`src/rtl/dcache_pkg.sv`:
```
// Shared types and default geometry for the MEM-stage data cache.
package dcache_pkg;

  localparam int unsigned DcacheAddrW     = 16;
  localparam int unsigned DcacheDataW     = 16;
  localparam int unsigned DcacheIndexBits = 4;

  // Tag width is whatever address remains above the line index.
  function automatic int unsigned tagWidth(input int unsigned addrW, input int unsigned indexBits);
    return addrW - indexBits;
  endfunction

  typedef enum logic [1:0] {
    StIdle,
    StRefill,
    StWthru,
    StDone
  } dcache_state_e;

endpackage

```
`src/rtl/dcache_array.sv`:
```
// Direct-mapped line storage: valid/tag/data per one-word line.
// Combinational read port, single synchronous write port, valid bits cleared on rst.
module dcache_array
  import dcache_pkg::*;
#(
  parameter int unsigned DATA_W     = DcacheDataW,
  parameter int unsigned INDEX_BITS = DcacheIndexBits,
  parameter int unsigned TAG_W      = tagWidth(DcacheAddrW, DcacheIndexBits)
) (
  input  logic                  clk_i,
  input  logic                  rst_i,
  input  logic [INDEX_BITS-1:0] rdIndex_i,
  output logic                  rdValid_o,
  output logic [TAG_W-1:0]      rdTag_o,
  output logic [DATA_W-1:0]     rdData_o,
  input  logic                  we_i,
  input  logic [INDEX_BITS-1:0] wrIndex_i,
  input  logic [TAG_W-1:0]      wrTag_i,
  input  logic [DATA_W-1:0]     wrData_i
);

  localparam int unsigned NumLines = 1 << INDEX_BITS;

  logic [NumLines-1:0] validQ;
  logic [TAG_W-1:0]    tagQ  [NumLines];
  logic [DATA_W-1:0]   dataQ [NumLines];

  // Line write; reset only invalidates, tag/data contents are don't-care until refilled.
  always_ff @(posedge clk_i) begin
    if (rst_i) begin
      validQ <= '0;
    end else if (we_i) begin
      validQ[wrIndex_i] <= 1'b1;
      tagQ[wrIndex_i]   <= wrTag_i;
      dataQ[wrIndex_i]  <= wrData_i;
    end
  end

  // Lookup port.
  always_comb begin
    rdValid_o = validQ[rdIndex_i];
    rdTag_o   = tagQ[rdIndex_i];
    rdData_o  = dataQ[rdIndex_i];
  end

endmodule

```
`src/rtl/dcache_ctrl.sv`:
```
// Write-through, no-write-allocate direct-mapped D-cache controller for the MEM stage.
// Optional hit/miss counters are built when DCACHE_STATS_EN is defined.
module dcache_ctrl
  import dcache_pkg::*;
#(
  parameter int unsigned ADDR_W     = DcacheAddrW,
  parameter int unsigned DATA_W     = DcacheDataW,
  parameter int unsigned INDEX_BITS = DcacheIndexBits
) (
  input  logic              clk,
  input  logic              rst,
  input  logic              memRead,
  input  logic              memWrite,
  input  logic [ADDR_W-1:0] addr,
  input  logic [DATA_W-1:0] writeData,
  output logic [DATA_W-1:0] readData,
  output logic              hit,
  output logic              memReq,
  output logic              memWe,
  output logic [ADDR_W-1:0] memAddr,
  output logic [DATA_W-1:0] memWData,
  input  logic [DATA_W-1:0] memRData,
  input  logic              memReady
`ifdef DCACHE_STATS_EN
  ,
  output logic [15:0]       hitCount,
  output logic [15:0]       missCount
`endif
);

  localparam int unsigned TAG_W = tagWidth(ADDR_W, INDEX_BITS);

  dcache_state_e stateQ, stateD;

  logic              memReqQ, memReqD;
  logic              memWeQ, memWeD;
  logic [ADDR_W-1:0] memAddrQ, memAddrD;
  logic [DATA_W-1:0] memWDataQ, memWDataD;

  logic [INDEX_BITS-1:0] lkIndex;
  logic [TAG_W-1:0]      lkTag;
  logic                  lineValid;
  logic [TAG_W-1:0]      lineTag;
  logic [DATA_W-1:0]     lineData;
  logic                  lookupHit;

  logic                  arrWe;
  logic [INDEX_BITS-1:0] arrIndex;
  logic [TAG_W-1:0]      arrTag;
  logic [DATA_W-1:0]     arrData;

  assign lkIndex   = addr[INDEX_BITS-1:0];
  assign lkTag     = addr[ADDR_W-1:INDEX_BITS];
  assign lookupHit = lineValid && (lineTag == lkTag);

  dcache_array #(
    .DATA_W     (DATA_W),
    .INDEX_BITS (INDEX_BITS),
    .TAG_W      (TAG_W)
  ) uArray (
    .clk_i     (clk),
    .rst_i     (rst),
    .rdIndex_i (lkIndex),
    .rdValid_o (lineValid),
    .rdTag_o   (lineTag),
    .rdData_o  (lineData),
    .we_i      (arrWe),
    .wrIndex_i (arrIndex),
    .wrTag_i   (arrTag),
    .wrData_i  (arrData)
  );

  // State and memory-request registers; reset aborts any outstanding request.
  always_ff @(posedge clk) begin
    if (rst) begin
      stateQ    <= StIdle;
      memReqQ   <= 1'b0;
      memWeQ    <= 1'b0;
      memAddrQ  <= '0;
      memWDataQ <= '0;
    end else begin
      stateQ    <= stateD;
      memReqQ   <= memReqD;
      memWeQ    <= memWeD;
      memAddrQ  <= memAddrD;
      memWDataQ <= memWDataD;
    end
  end

  // Next state, stall qualifier, request launch and array write selection.
  always_comb begin
    stateD    = stateQ;
    hit       = 1'b0;
    memReqD   = memReqQ;
    memWeD    = memWeQ;
    memAddrD  = memAddrQ;
    memWDataD = memWDataQ;
    arrWe     = 1'b0;
    arrIndex  = lkIndex;
    arrTag    = lkTag;
    arrData   = writeData;

    unique case (stateQ)
      StIdle: begin
        hit = 1'b1;
        if (memWrite) begin
          // Every store goes through to memory; a hit also updates the line now.
          hit       = 1'b0;
          stateD    = StWthru;
          memReqD   = 1'b1;
          memWeD    = 1'b1;
          memAddrD  = addr;
          memWDataD = writeData;
          arrWe     = lookupHit;
        end else if (memRead && !lookupHit) begin
          hit      = 1'b0;
          stateD   = StRefill;
          memReqD  = 1'b1;
          memWeD   = 1'b0;
          memAddrD = addr;
        end
      end
      StRefill: begin
        if (memReady) begin
          // Fill from the registered request address, not the live pipeline address.
          arrWe    = 1'b1;
          arrIndex = memAddrQ[INDEX_BITS-1:0];
          arrTag   = memAddrQ[ADDR_W-1:INDEX_BITS];
          arrData  = memRData;
          memReqD  = 1'b0;
          stateD   = StDone;
        end
      end
      StWthru: begin
        if (memReady) begin
          memReqD = 1'b0;
          stateD  = StDone;
        end
      end
      StDone: begin
        hit    = 1'b1;
        stateD = StIdle;
      end
      default: stateD = StIdle;
    endcase
  end

  // Load data is only driven when the addressed line is present; zero otherwise.
  always_comb begin
    readData = '0;
    if (lookupHit && (stateQ == StIdle || stateQ == StDone)) begin
      readData = lineData;
    end
  end

  assign memReq   = memReqQ;
  assign memWe    = memWeQ;
  assign memAddr  = memAddrQ;
  assign memWData = memWDataQ;

`ifdef DCACHE_STATS_EN
  logic readHitEv;
  logic readMissEv;

  assign readHitEv  = (stateQ == StIdle) && memRead && !memWrite && lookupHit;
  assign readMissEv = (stateQ == StIdle) && memRead && !memWrite && !lookupHit;

  // Saturating load hit/miss counters; stores are not counted.
  always_ff @(posedge clk) begin
    if (rst) begin
      hitCount  <= '0;
      missCount <= '0;
    end else begin
      if (readHitEv && hitCount != 16'hFFFF) begin
        hitCount <= hitCount + 16'd1;
      end
      if (readMissEv && missCount != 16'hFFFF) begin
        missCount <= missCount + 16'd1;
      end
    end
  end
`endif

endmodule

```
`config.mk`:
```
export PLATFORM = sky130hd
export DESIGN_NAME = dcache_ctrl
export DESIGN_NICKNAME = d
export VERILOG_FILES = /design/src/rtl/dcache_pkg.sv /design/src/rtl/dcache_array.sv /design/src/rtl/dcache_ctrl.sv
export SDC_FILE = /design/constraint.sdc
export NUM_CORES = 1
export LEC_CHECK = 0
export CORE_UTILIZATION = 63
export DETAILED_ROUTE_END_ITERATION = 8
export DONT_BUFFER_PORTS = 1
export HOLD_SLACK_MARGIN = 0.15
export PLACE_DENSITY = 0.79
export SLEW_MARGIN = 10
export SYNTH_ARGS = -nofsm -noshare
export SYNTH_HDL_FRONTEND = slang
export SYNTH_SLANG_ARGS = --single-unit
```
`constraint.sdc`:
```
create_clock -name clk -period 6.7 [get_ports clk]
set_clock_uncertainty 0.15 [all_clocks]
set_input_delay 1.005 -clock clk [delete_from_list [all_inputs] [get_ports clk]]
set_output_delay 1.005 -clock clk [all_outputs]
set_load 0.02 [all_outputs]
```
-- Yosys cells after proc, flatten, opt, wreduce, memory -nomap -nowiden
Memories as Yosys holds them, arrays and structs flattened.
Index checks and enable logic that the tools add are counted.
- $lt $le $gt $ge: 3
- equality and inequality tests: 6
- mux-type cells: 32
- bitwise gates (word level): 1
- reductions and logical operators: 14
- operators by type and width (kind ; count):
    2-to-1 mux 16 bit ; 5
    2-to-1 mux 12 bit ; 2
    OR 16 bit ; 1
    2-to-1 mux 1 bit ; 14
    equality test 12 bit ; 1
    less-than comparator 4 x 5 -> 1 bit (second input constant) ; 2
    2-to-1 mux 4 bit ; 2
    2-to-1 mux 2 bit ; 3
    case mux 1 bit (2 select lines) ; 3
    case mux 2 bit (3 select lines) ; 1
    AND reduction 2 bit ; 3
    binary-select mux 1 bit (select 4 bit) ; 1
    demux 1 bit (select 4 bit) ; 1
    equality test 2 bit (second input constant) ; 2
    >= comparator 4 x 1 -> 1 bit (second input constant) ; 1
    logical AND 1 bit ; 4
    nonzero test 2 bit ; 2
    != test 3 bit (second input constant) ; 1
    AND reduction 3 bit ; 1
    equality test 2 x 1 -> 1 bit (second input constant) ; 1
    zero test 2 bit ; 1
    != test 2 x 1 -> 1 bit (second input constant) ; 1
    OR reduction 2 bit ; 1
    zero test 1 bit ; 1
    logical OR 1 bit ; 1
- flip-flop bits (word level): 52
- memory bits (writable): 448
- bits of input ports: 53
- output and inout bits: 51
- memories: 2
- memory list (memory ; depth ; width ; read ports ; clocked after Yosys merged registers in ; write ports ; RTL line ; source):
    uArray.dataQ ; 16 ; 16 ; 1 ; 0 ; 1 ; dcache_array.sv:26 ; logic [DATA_W-1:0] dataQ [NumLines];
    uArray.tagQ ; 16 ; 12 ; 1 ; 0 ; 1 ; dcache_array.sv:25 ; logic [TAG_W-1:0] tagQ [NumLines];

-- Logic depth before layout (Yosys ltp)
Gate-level depths: netlist of run 1.
- word-level depth: 8
- mapped depth: 12

-- By module
A second synthesis of run 1 with hierarchy kept.
- cell total of the unflattened synthesis: 983
- area total of the unflattened synthesis: 19552.5 sq um
- modules (own cells, without submodules) (module ; instances ; cells an instance ; area an instance (sq um) ; seq. area each (sq um)):
    dcache_array ; 1 ; 752 ; 17479.3 ; 13773.2
    dcache_ctrl ; 1 ; 231 ; 2073.2 ; 720.7

-- Worst setup path after synthesis of run 1
No wires, ideal clock.
- path type: input-to-reg
- start: in addr[0]
- end: mem uArray.dataQ[12][0] (netlist name) (enable)
- data arrival time: 4.573 ns
- required time: 6.137 ns
- slack: 1.564 ns
- stages: 9
- path through: buf_4 mux4_2 or3b_2 o2111ai_1 or3_1 o2111ai_1 nor4_4 a31oi_1 nor2_1
- longest elaborated chain between the ends: 8
- RTL lines (what ; RTL line ; source):
    start: declaration ; dcache_ctrl.sv:14 ; input logic [ADDR_W-1:0] addr,
    memory (16 x 12 bit) / binary-select mux 1 bit (select 4 bit) (equally long branches) ; -- ;
    equality test 12 bit / 2-to-1 mux 1 bit (equally long branches) ; dcache_ctrl.sv:54, dcache_array.sv:41 ;
    logical AND 1 bit ; dcache_ctrl.sv:54 ; assign lookupHit = lineValid && (lineTag == lkTag);
    2-to-1 mux 1 bit ; dcache_ctrl.sv:106 ; if (memWrite) begin
    case mux 1 bit (2 select lines) ; dcache_ctrl.sv:103 ; unique case (stateQ)
    2-to-1 mux 1 bit ; dcache_array.sv:32 ; end else if (we_i) begin
    2-to-1 mux 1 bit ; dcache_array.sv:30 ; if (rst_i) begin
    2-to-1 mux 1 bit (not written as such) ; dcache_array.sv:35 ; dataQ[wrIndex_i] <= wrData_i;
    end: declaration ; dcache_array.sv:26 ;
Parallel ways exist; a longest one is shown, timed or not. The select of a mux whose other input is x is not followed.

-- Worst setup path after layout of run 1
- start: in addr[0]
- end: out readData[7]
- longest elaborated chain between the ends: 5
- RTL lines (what ; RTL line ; source):
    memory (16 x 12 bit) / binary-select mux 1 bit (select 4 bit) (equally long branches) ; -- ;
    equality test 12 bit / 2-to-1 mux 1 bit (equally long branches) ; dcache_ctrl.sv:54, dcache_array.sv:41 ;
    logical AND 1 bit ; dcache_ctrl.sv:54 ;
    logical AND 1 bit ; dcache_ctrl.sv:151 ; if (lookupHit && (stateQ == StIdle || stateQ == StDone)) begin
    2-to-1 mux 16 bit (*) ; dcache_ctrl.sv:151 ;
    end: declaration ; dcache_ctrl.sv:16 ; output logic [DATA_W-1:0] readData,
Every way passes the cells marked *; elsewhere a longest branch is shown, timed or not. The select of a mux whose other input is x is not followed.

==> results.txt, run 1 <==
----------------------------------------------------
[Run status]
  Run status ... finished, final reports clean

[STA]
  RSZ-0062 raised after global routing ... false
  Tcrit/Tclk final ... 0.779
  Max-slew violation count ... 0
  Slew margin rel. ... 0.237
  Sum Neg Setup Slack ... 0 ps
  Slew at the pin with the worst max-slew slack ... 1140 ps
  Setup-violating endpoint count in the final report ... 0
  Number of endpoints with negative hold slack in the final report ... 0
  Fmax ... approximately 190 MHz
  Min Tclk post-route ... 5220 ps

[Power and ir drop]
  Maximum ir drop on the vdd rail ... 0.000239 V
  Final Power ... 6.94 mW
  Pwr dens ... roughly 310 nW/um^2
  Reported leakage power ... just over 7 nW

[Logic synthesis]
  Post-synthesis instance area ... 20100 um^2
  Post-Synthesis Mean Instance Area ... 18.0 um^2
  #FFs+latches synth ... 500
  Number of synthesized flops with an enable pin ... 448
  Cell count after synthesis ... approximately 1100
  Prevailing post-synth register cell ... sky130_fd_sc_hd__edfxtp_1
  Library cells used by synthesis ... 49
  Number of nets produced by synthesis ... 1174
  Asr flop ratio synth ... 0
  Seq/Total Area, Yosys ... 0.720
  Yosys warnings ... 0

[Drt]
  DR vias/cell ... 6.65
  Residual DRC count ... 0
  Number of vias in the routed layout ... around 10000
  Final antenna-violating net count ... 0
  Avg WL per Cell ... roughly 29 um
  Total iterations of the first detailed-routing run ... 5
  Final Routed Wirelength ... 44.7 mm
  DRC marker count from the first detailed-route iteration ... roughly 1200

[Clock tree]
  Number of setup buffers added after CTS ... 0
  Number of buffers inserted by hold repair at cts ... 0
  Number of buffers between clock root and the deepest sink ... 3
  Post-cts repair resize count ... 0
  Number of clock sinks seen by CTS ... 500
  CTS buffer count ... a little under 50
  Insertion delay to the later sink of the worst-skew pair ... 590 ps
  Clock transition at the registers of the reported paths ... 60 ps
  Root buffer selected by CTS ... sky130_fd_sc_hd__clkbuf_16
  CTS tree ... built
  Number of levels in the clock H-tree ... 2

[Layout]
  Share of cells above drive strength 1 ... 0.204
  Final Net Count ... 1182
  Final core occ ... 0.704
  Diode count ... 0
  Post-route standard cell area excluding fillers ... about 22000 um^2
  Syn-to-layout area delta ... 10.0%

[Die]
  Row count ... 65
  Width of the die ... ~180 um
  Height of the die ... 181 um
  Initial Util ... 0.640
  Floorplan die area ... 32700 um^2
  Placeable core region ... 31500 um^2
  I/O pin total ... roughly 100

[Critical path]
  Cell class contributing the biggest share of worst-path delay ... simple AND/OR/NAND/NOR gates
  Worst path required time ... 5540 ps
  Slowest CP cell ... sky130_fd_sc_hd__nor4_4
  Largest incremental delay on the critical path ... ~550 ps
  R2R cell count ... 10
  Cell repeated most along the worst path ... sky130_fd_sc_hd__o2111ai_1
  Maximum fanout encountered on the critical timing path ... 100
  Worst Setup Start Kind ... input port
  Critical path arrival ... 4060 ps
  Number of buffers and inverters on the critical path ... 0
  CP Cell Sequence ... mux4_2, or3b_2, o2111ai_1, or3_1, o2111ai_1, nor4_4, nand2b_2, nor2b_1
  Critical path capture point type ... output port
  Category of the most critical setup path ... in -> out
  Levels on crit path ... 8

[Placement]
  Final weighted congestion in routability-driven placement ... 0.843
  Post-DP Area ... between 20000 and 25000 um^2
  DP Wirelength ... about 24 mm
  Port Buffers ... 0

[Global routing]
  Wire length of the first global-routing pass ... 66.9 mm
  Gr ovfl total ... 0
  Initial antenna violation count ... 0
  Pin count of the biggest net entering global routing ... 116
  Vias in the first global route ... 10500
  Global routing usage summed across all routing layers ... 0.285

[Worst hold path]
  Hold Path Depth ... 2
  Type of the most critical hold path ... reg -> reg

[Flow run]
  Maximum capacitance violations ... 0

----------------------------------------------------
state kept, by name, summed over array words and instances, names as in the netlist:
register / flops
uArray.tagQ: 192
uArray.validQ: 16
stateQ: 2
uArray.dataQ: 256
memWe: 1
memWData: 16
memAddr: 16
memReq: 1
routing by layer:
metal,global-route usage,up-vias,wire length [um]
li1,-,4424,-
met5,0,-,0
met2,0.458,538,21700
met4,0.0865,0,1050
met1,0.410,5377,18300
met3,0.0466,82,3630
power breakdown:
part | switching (mW) | leakage, nW | total (mW) | internal, mW
Combinational | 0.402 | 1.97 | 0.612 | 0.210
Sequential | 0.0934 | 4.46 | 3.67 | 3.58
Clock | 1.17 | 0.762 | 2.65 | 1.49
Total | 1.66 | 7.19 | 6.94 | 5.27
cell usage in the layout, fill, tap and decap left out, types with 5 or more instances in the layout:
master | netlist | routed
sky130_fd_sc_hd__nor2_1 | 35 | 19
sky130_fd_sc_hd__nor2b_1 | 24 | 24
sky130_fd_sc_hd__xnor2_1 | 7 | 7
sky130_fd_sc_hd__buf_4 | 3 | 17
sky130_fd_sc_hd__o22ai_1 | 16 | 16
sky130_fd_sc_hd__a22oi_1 | 12 | 12
sky130_fd_sc_hd__clkbuf_16 | 0 | 49
sky130_fd_sc_hd__a211oi_1 | 5 | 5
sky130_fd_sc_hd__edfxtp_1 | 448 | 448
sky130_fd_sc_hd__mux4_2 | 123 | 123
sky130_fd_sc_hd__clkbuf_1 | 32 | 11
sky130_fd_sc_hd__nand3_1 | 7 | 7
sky130_fd_sc_hd__nand2_1 | 131 | 130
sky130_fd_sc_hd__dfxtp_1 | 52 | 52
sky130_fd_sc_hd__inv_1 | 21 | 21
sky130_fd_sc_hd__nand2b_1 | 40 | 40
sky130_fd_sc_hd__clkinv_2 | 0 | 11
sky130_fd_sc_hd__a21oi_1 | 25 | 25
sky130_fd_sc_hd__clkinv_1 | 0 | 8
sky130_fd_sc_hd__nor2_4 | 0 | 16
sky130_fd_sc_hd__mux2i_1 | 56 | 56
per-stage QoR:
step                instances  setup slack (ps)  hold slack [ps]
floorplan                1117              1560              299
global placement         1476              1640              304
detailed placement       1476              1570              310
CTS                      1566              1550              318
global route             1566              1340              331
finish                   1566              1480              320
worst register-to-register path, stage by stage, from the launching register on:
cell	delay, ps
sky130_fd_sc_hd__edfxtp_1	360
sky130_fd_sc_hd__mux4_2	500
sky130_fd_sc_hd__or3b_2	470
sky130_fd_sc_hd__o2111ai_1	100
sky130_fd_sc_hd__or3_1	150
sky130_fd_sc_hd__o2111ai_1	160
sky130_fd_sc_hd__nor4_4	550
sky130_fd_sc_hd__a31oi_1	170
sky130_fd_sc_hd__buf_4	230
sky130_fd_sc_hd__nor2_4	680
sky130_fd_sc_hd__buf_4	380
cells in the mapped netlist (all sizes together) (4+ instances only):
cell / number / area share
edfxtp: 448 / 0.67
nand2: 131 / 0.024
mux4: 123 / 0.14
mux2i: 56 / 0.028
dfxtp: 52 / 0.052
nand2b: 41 / 0.013
nor2: 35 / 0.0065
clkbuf: 32 / 0.0060
buf: 28 / 0.0085
a21oi: 25 / 0.0062
nor2b: 24 / 0.0075
inv: 21 / 0.0039
o22ai: 16 / 0.0050
a22oi: 12 / 0.0045
nand3: 7 / 0.0017
xnor2: 7 / 0.0030
a211oi: 5 / 0.0019
and2: 5 / 0.0016
a31oi: 4 / 0.0012
ha: 4 / 0.0025
nor3b: 4 / 0.0015
cell type report:
cell class	instances	area (um^2)
inverters	21	78.8
clock buffers	61	1280
repair buffers	17	128
fillers	1895	9320
clock inverters	29	278
well taps	402	503
multi-input cells	536	5390
flip-flops and latches	500	14500
final timing paths:
path / to / slack (ps) / from
setup reg to reg: uArray.tagQ[7][8]$_DFFE_PP_ / 2490 / uArray.tagQ[7][0]$_DFFE_PP_
hold / removal: uArray.validQ[3]$_SDFFE_PP0P_ / 320 / uArray.validQ[3]$_SDFFE_PP0P_
hold reg to reg: uArray.validQ[3]$_SDFFE_PP0P_ / 320 / uArray.validQ[3]$_SDFFE_PP0P_
setup / recovery: readData[7] / 1480 / addr[0]
cell families after synthesis:
kind of cell | share of synthesized area
adder cells (fa/ha/maj) | 0.00249
buffers and inverters | 0.0183
AO/OA/AOI/OAI | 0.0255
multiplexers | 0.167
XOR/XNOR | 0.00348
AND/OR/NAND/NOR | 0.0637
flip-flops | 0.720
No activity file was read; power rests on OpenSTA's default activity.
==> run 2: changes to the inputs <==
- clock period: 6.7 -> 5.4 ns (I/O delays scaled with it)
==> run 2 against run 1 <==
  * Worst setup slack lost 650 ps
  * Count of clock-buffer cells in the layout grew 16
  * Sequential cell count is the same
  * Clock power grew 22%
  * Register-to-register slack lost 960 ps
  * Global-route usage grew 0.16 points
  * First-iteration DRC count is essentially flat
  * Sequential share of layout area shrank 0.36 points
  * Core utilization grew 0.39 points
  * Total power grew 23%
  * Combinational power grew 27%
  * Final cell count grew 0.57%
  * Critical path type is now reg -> out
  * Largest cell class unchanged
==> results.txt, run 2 (same netlist as run 1, synthesis figures left out) <==
----------------------------------------------------
[Global routing]
  Pin count of the biggest net entering global routing ... 116 (unchanged)
  Vias in the first global route ... 10700 (+2.0%)
  Global routing usage summed across all routing layers ... 0.287 (+0.00158)
  Wire length of the first global-routing pass ... 67.7 mm (+1.2%)
  Initial antenna violation count ... 0 (unchanged)
  Gr ovfl total ... 0 (unchanged)

[Placement]
  DP Wirelength ... 24.8 mm (+3.2%)
  Port Buffers ... 0 (unchanged)
  Final weighted congestion in routability-driven placement ... 0.855 (+1.4%)

[STA]
  Slew at the pin with the worst max-slew slack ... 1190 ps (+44.1 ps)
  Max-slew violation count ... 0 (unchanged)
  Worst slack on hold paths ... 179 ps (-141 ps)
  Tcrit/Tclk final ... 0.846
  Sum Neg Setup Slack ... 0 ps (unchanged)
  Slew margin rel. ... 0.208 (-0.0294)
  Fmax ... 219 MHz
  RSZ-0062 raised after global routing ... false
  Setup-violating endpoint count in the final report ... 0 (unchanged)
  Min Tclk post-route ... about 4600 ps
  Number of endpoints with negative hold slack in the final report ... 0 (unchanged)

[Drt]
  Total iterations of the first detailed-routing run ... 5 (unchanged)
  Final antenna-violating net count ... 0 (unchanged)
  Residual DRC count ... 0 (unchanged)
  DRC marker count from the first detailed-route iteration ... 1193 (-0.084%)
  Final Routed Wirelength ... 45.4 mm (+1.6%)
  Number of vias in the routed layout ... 10600 (+1.5%)
  Avg WL per Cell ... 28.9 um (+1.0%)
  DR vias/cell ... 6.71 (+0.90%)

[Power and ir drop]
  Maximum ir drop on the vdd rail ... 0.000389 V (+63%)
  Pwr dens ... 384 nW/um^2 (+23%)
  Reported leakage power ... 7.23 nW (+0.56%)

[Die]
  Width of the die ... 181 um (unchanged)
  Floorplan die area ... 32700 um^2 (unchanged)
  Initial Util ... 0.640 (unchanged)
  Height of the die ... 181 um (unchanged)
  Placeable core region ... 31500 um^2 (unchanged)
  I/O pin total ... 104 (unchanged)
  Row count ... 65 (unchanged)

[Clock tree]
  Number of levels in the clock H-tree ... 2 (unchanged)
  Number of setup buffers added after CTS ... 0 (unchanged)
  Clock transition at the registers of the reported paths ... 60 ps (about the same)
  Post-cts repair resize count ... 0 (unchanged)
  CTS buffer count ... 48 (-2.0%)
  Insertion delay to the later sink of the worst-skew pair ... 560 ps (-30 ps)
  CTS tree ... built
  Root buffer selected by CTS ... sky130_fd_sc_hd__clkbuf_16
  Number of buffers between clock root and the deepest sink ... 3 (unchanged)
  Number of buffers inserted by hold repair at cts ... 0 (unchanged)
  Number of clock sinks seen by CTS ... 500 (unchanged)

[Critical path]
  Critical path arrival ... 3610 ps (-450 ps)
  Slowest CP cell ... sky130_fd_sc_hd__nor2b_1
  Critical path capture point type ... output port
  Category of the most critical setup path ... reg -> out
  CP Cell Sequence ... mux4_2, mux2i_1, xnor2_1, o41ai_2, nand4b_1, nor4_4, nand2b_2, nor2b_1
  Largest incremental delay on the critical path ... 520 ps (-30 ps)
  Maximum fanout encountered on the critical timing path ... 16 (-84%)
  Worst Setup Start Kind ... flip-flop
  Worst path required time ... 4440 ps (-1100 ps)

[Layout]
  Leading cell type in the layout, fill and taps excluded ... sky130_fd_sc_hd__edfxtp_1
  Leading cell types in the layout, fill and taps excluded ... sky130_fd_sc_hd__edfxtp_1 (448), sky130_fd_sc_hd__nand2_1 (130), sky130_fd_sc_hd__mux4_2 (123)
  Share of cells above drive strength 1 ... 0.205 (about the same)
  Syn-to-layout area delta ... 10.7%
  Final Net Count ... 1190 (+0.68%)
  Max reg flops ... 256 (unchanged)
  Leading registers by flop count ... uArray.dataQ: 256 flops, uArray.tagQ: 192 flops
  Top register by number of flip-flops ... uArray.dataQ
  Diode count ... 0 (unchanged)

[Flow run]
  Maximum capacitance violations ... 0 (unchanged)

[Run status]
  Run status ... finished, final reports clean

[Worst hold path]
  Type of the most critical hold path ... in -> reg

----------------------------------------------------
-- run 2: cell types whose count changed in the layout (fill, tap and decap cells not counted), moves of 4 or more --
cell | before | now
sky130_fd_sc_hd__clkbuf_8 | 1 | 5
sky130_fd_sc_hd__clkinv_1 | 8 | 3
sky130_fd_sc_hd__clkbuf_1 | 11 | 23
sky130_fd_sc_hd__buf_12 | 0 | 9
sky130_fd_sc_hd__clkinv_2 | 11 | 6
-- run 2: path summary, 6_finish.rpt --
path / startpoint / to / slack [ps] / cells after the start
hold reg to reg: uArray.validQ[12]$_SDFFE_PP0P_ / uArray.validQ[12]$_SDFFE_PP0P_ / 320 / 2
setup reg to reg: uArray.tagQ[14][11]$_DFFE_PP_ / uArray.tagQ[14][4]$_DFFE_PP_ / 1530 / 11
setup / recovery: uArray.tagQ[14][11]$_DFFE_PP_ / readData[12] / 830 / 8
hold / removal: rst / memWData[2]$_SDFFE_PP0P_ / 180 / 1
-- run 2: metal layers --
layer  vias up  global-route usage  part of all wire
met5         -              0.0104           0.00099
met4         2              0.0773             0.023
met3        85              0.0706              0.10
met2       628               0.465              0.49
met1      5432               0.393              0.38
li1       4428                   -                 -
-- run 2: power breakdown --
group          internal (mW)  switching (mW)  leakage (nW)
Clock                   1.81            1.41         0.729
Combinational          0.263           0.515          2.04
Sequential              4.44           0.115          4.46
Total                   6.51            2.04          7.23
-- run 2: worst max-delay path, delay by kind of cell (launching register included) --
kind            cells  cell delay, ps
simple gates        4            1460
mux                 2             730
flops               1             410
xor+xnor            1             150
compound gates      1             300
-- run 2: cell type report --
cell class	instances	area [um^2]
Clock buffer	77	1380
Clock inverter	13	119
Fill cell	1896	9200
Inverter	21	78.8
Multi-Input combinational cell	536	5390
Sequential cell	500	14500
Tap cell	402	503
Timing Repair Buffer	26	308
-- run 2: metrics by stage --
stage	cell area [um^2]	util	instances	worst slack (ps)	power (mW)
floorplan	20100	-	1117	459	5.20
global placement	20800	0.660	1485	976	5.36
detailed placement	20800	0.660	1485	928	5.40
CTS	22300	0.708	1575	822	8.57
global route	22300	0.708	1575	548	8.78
finish	22300	0.708	1575	830	8.55
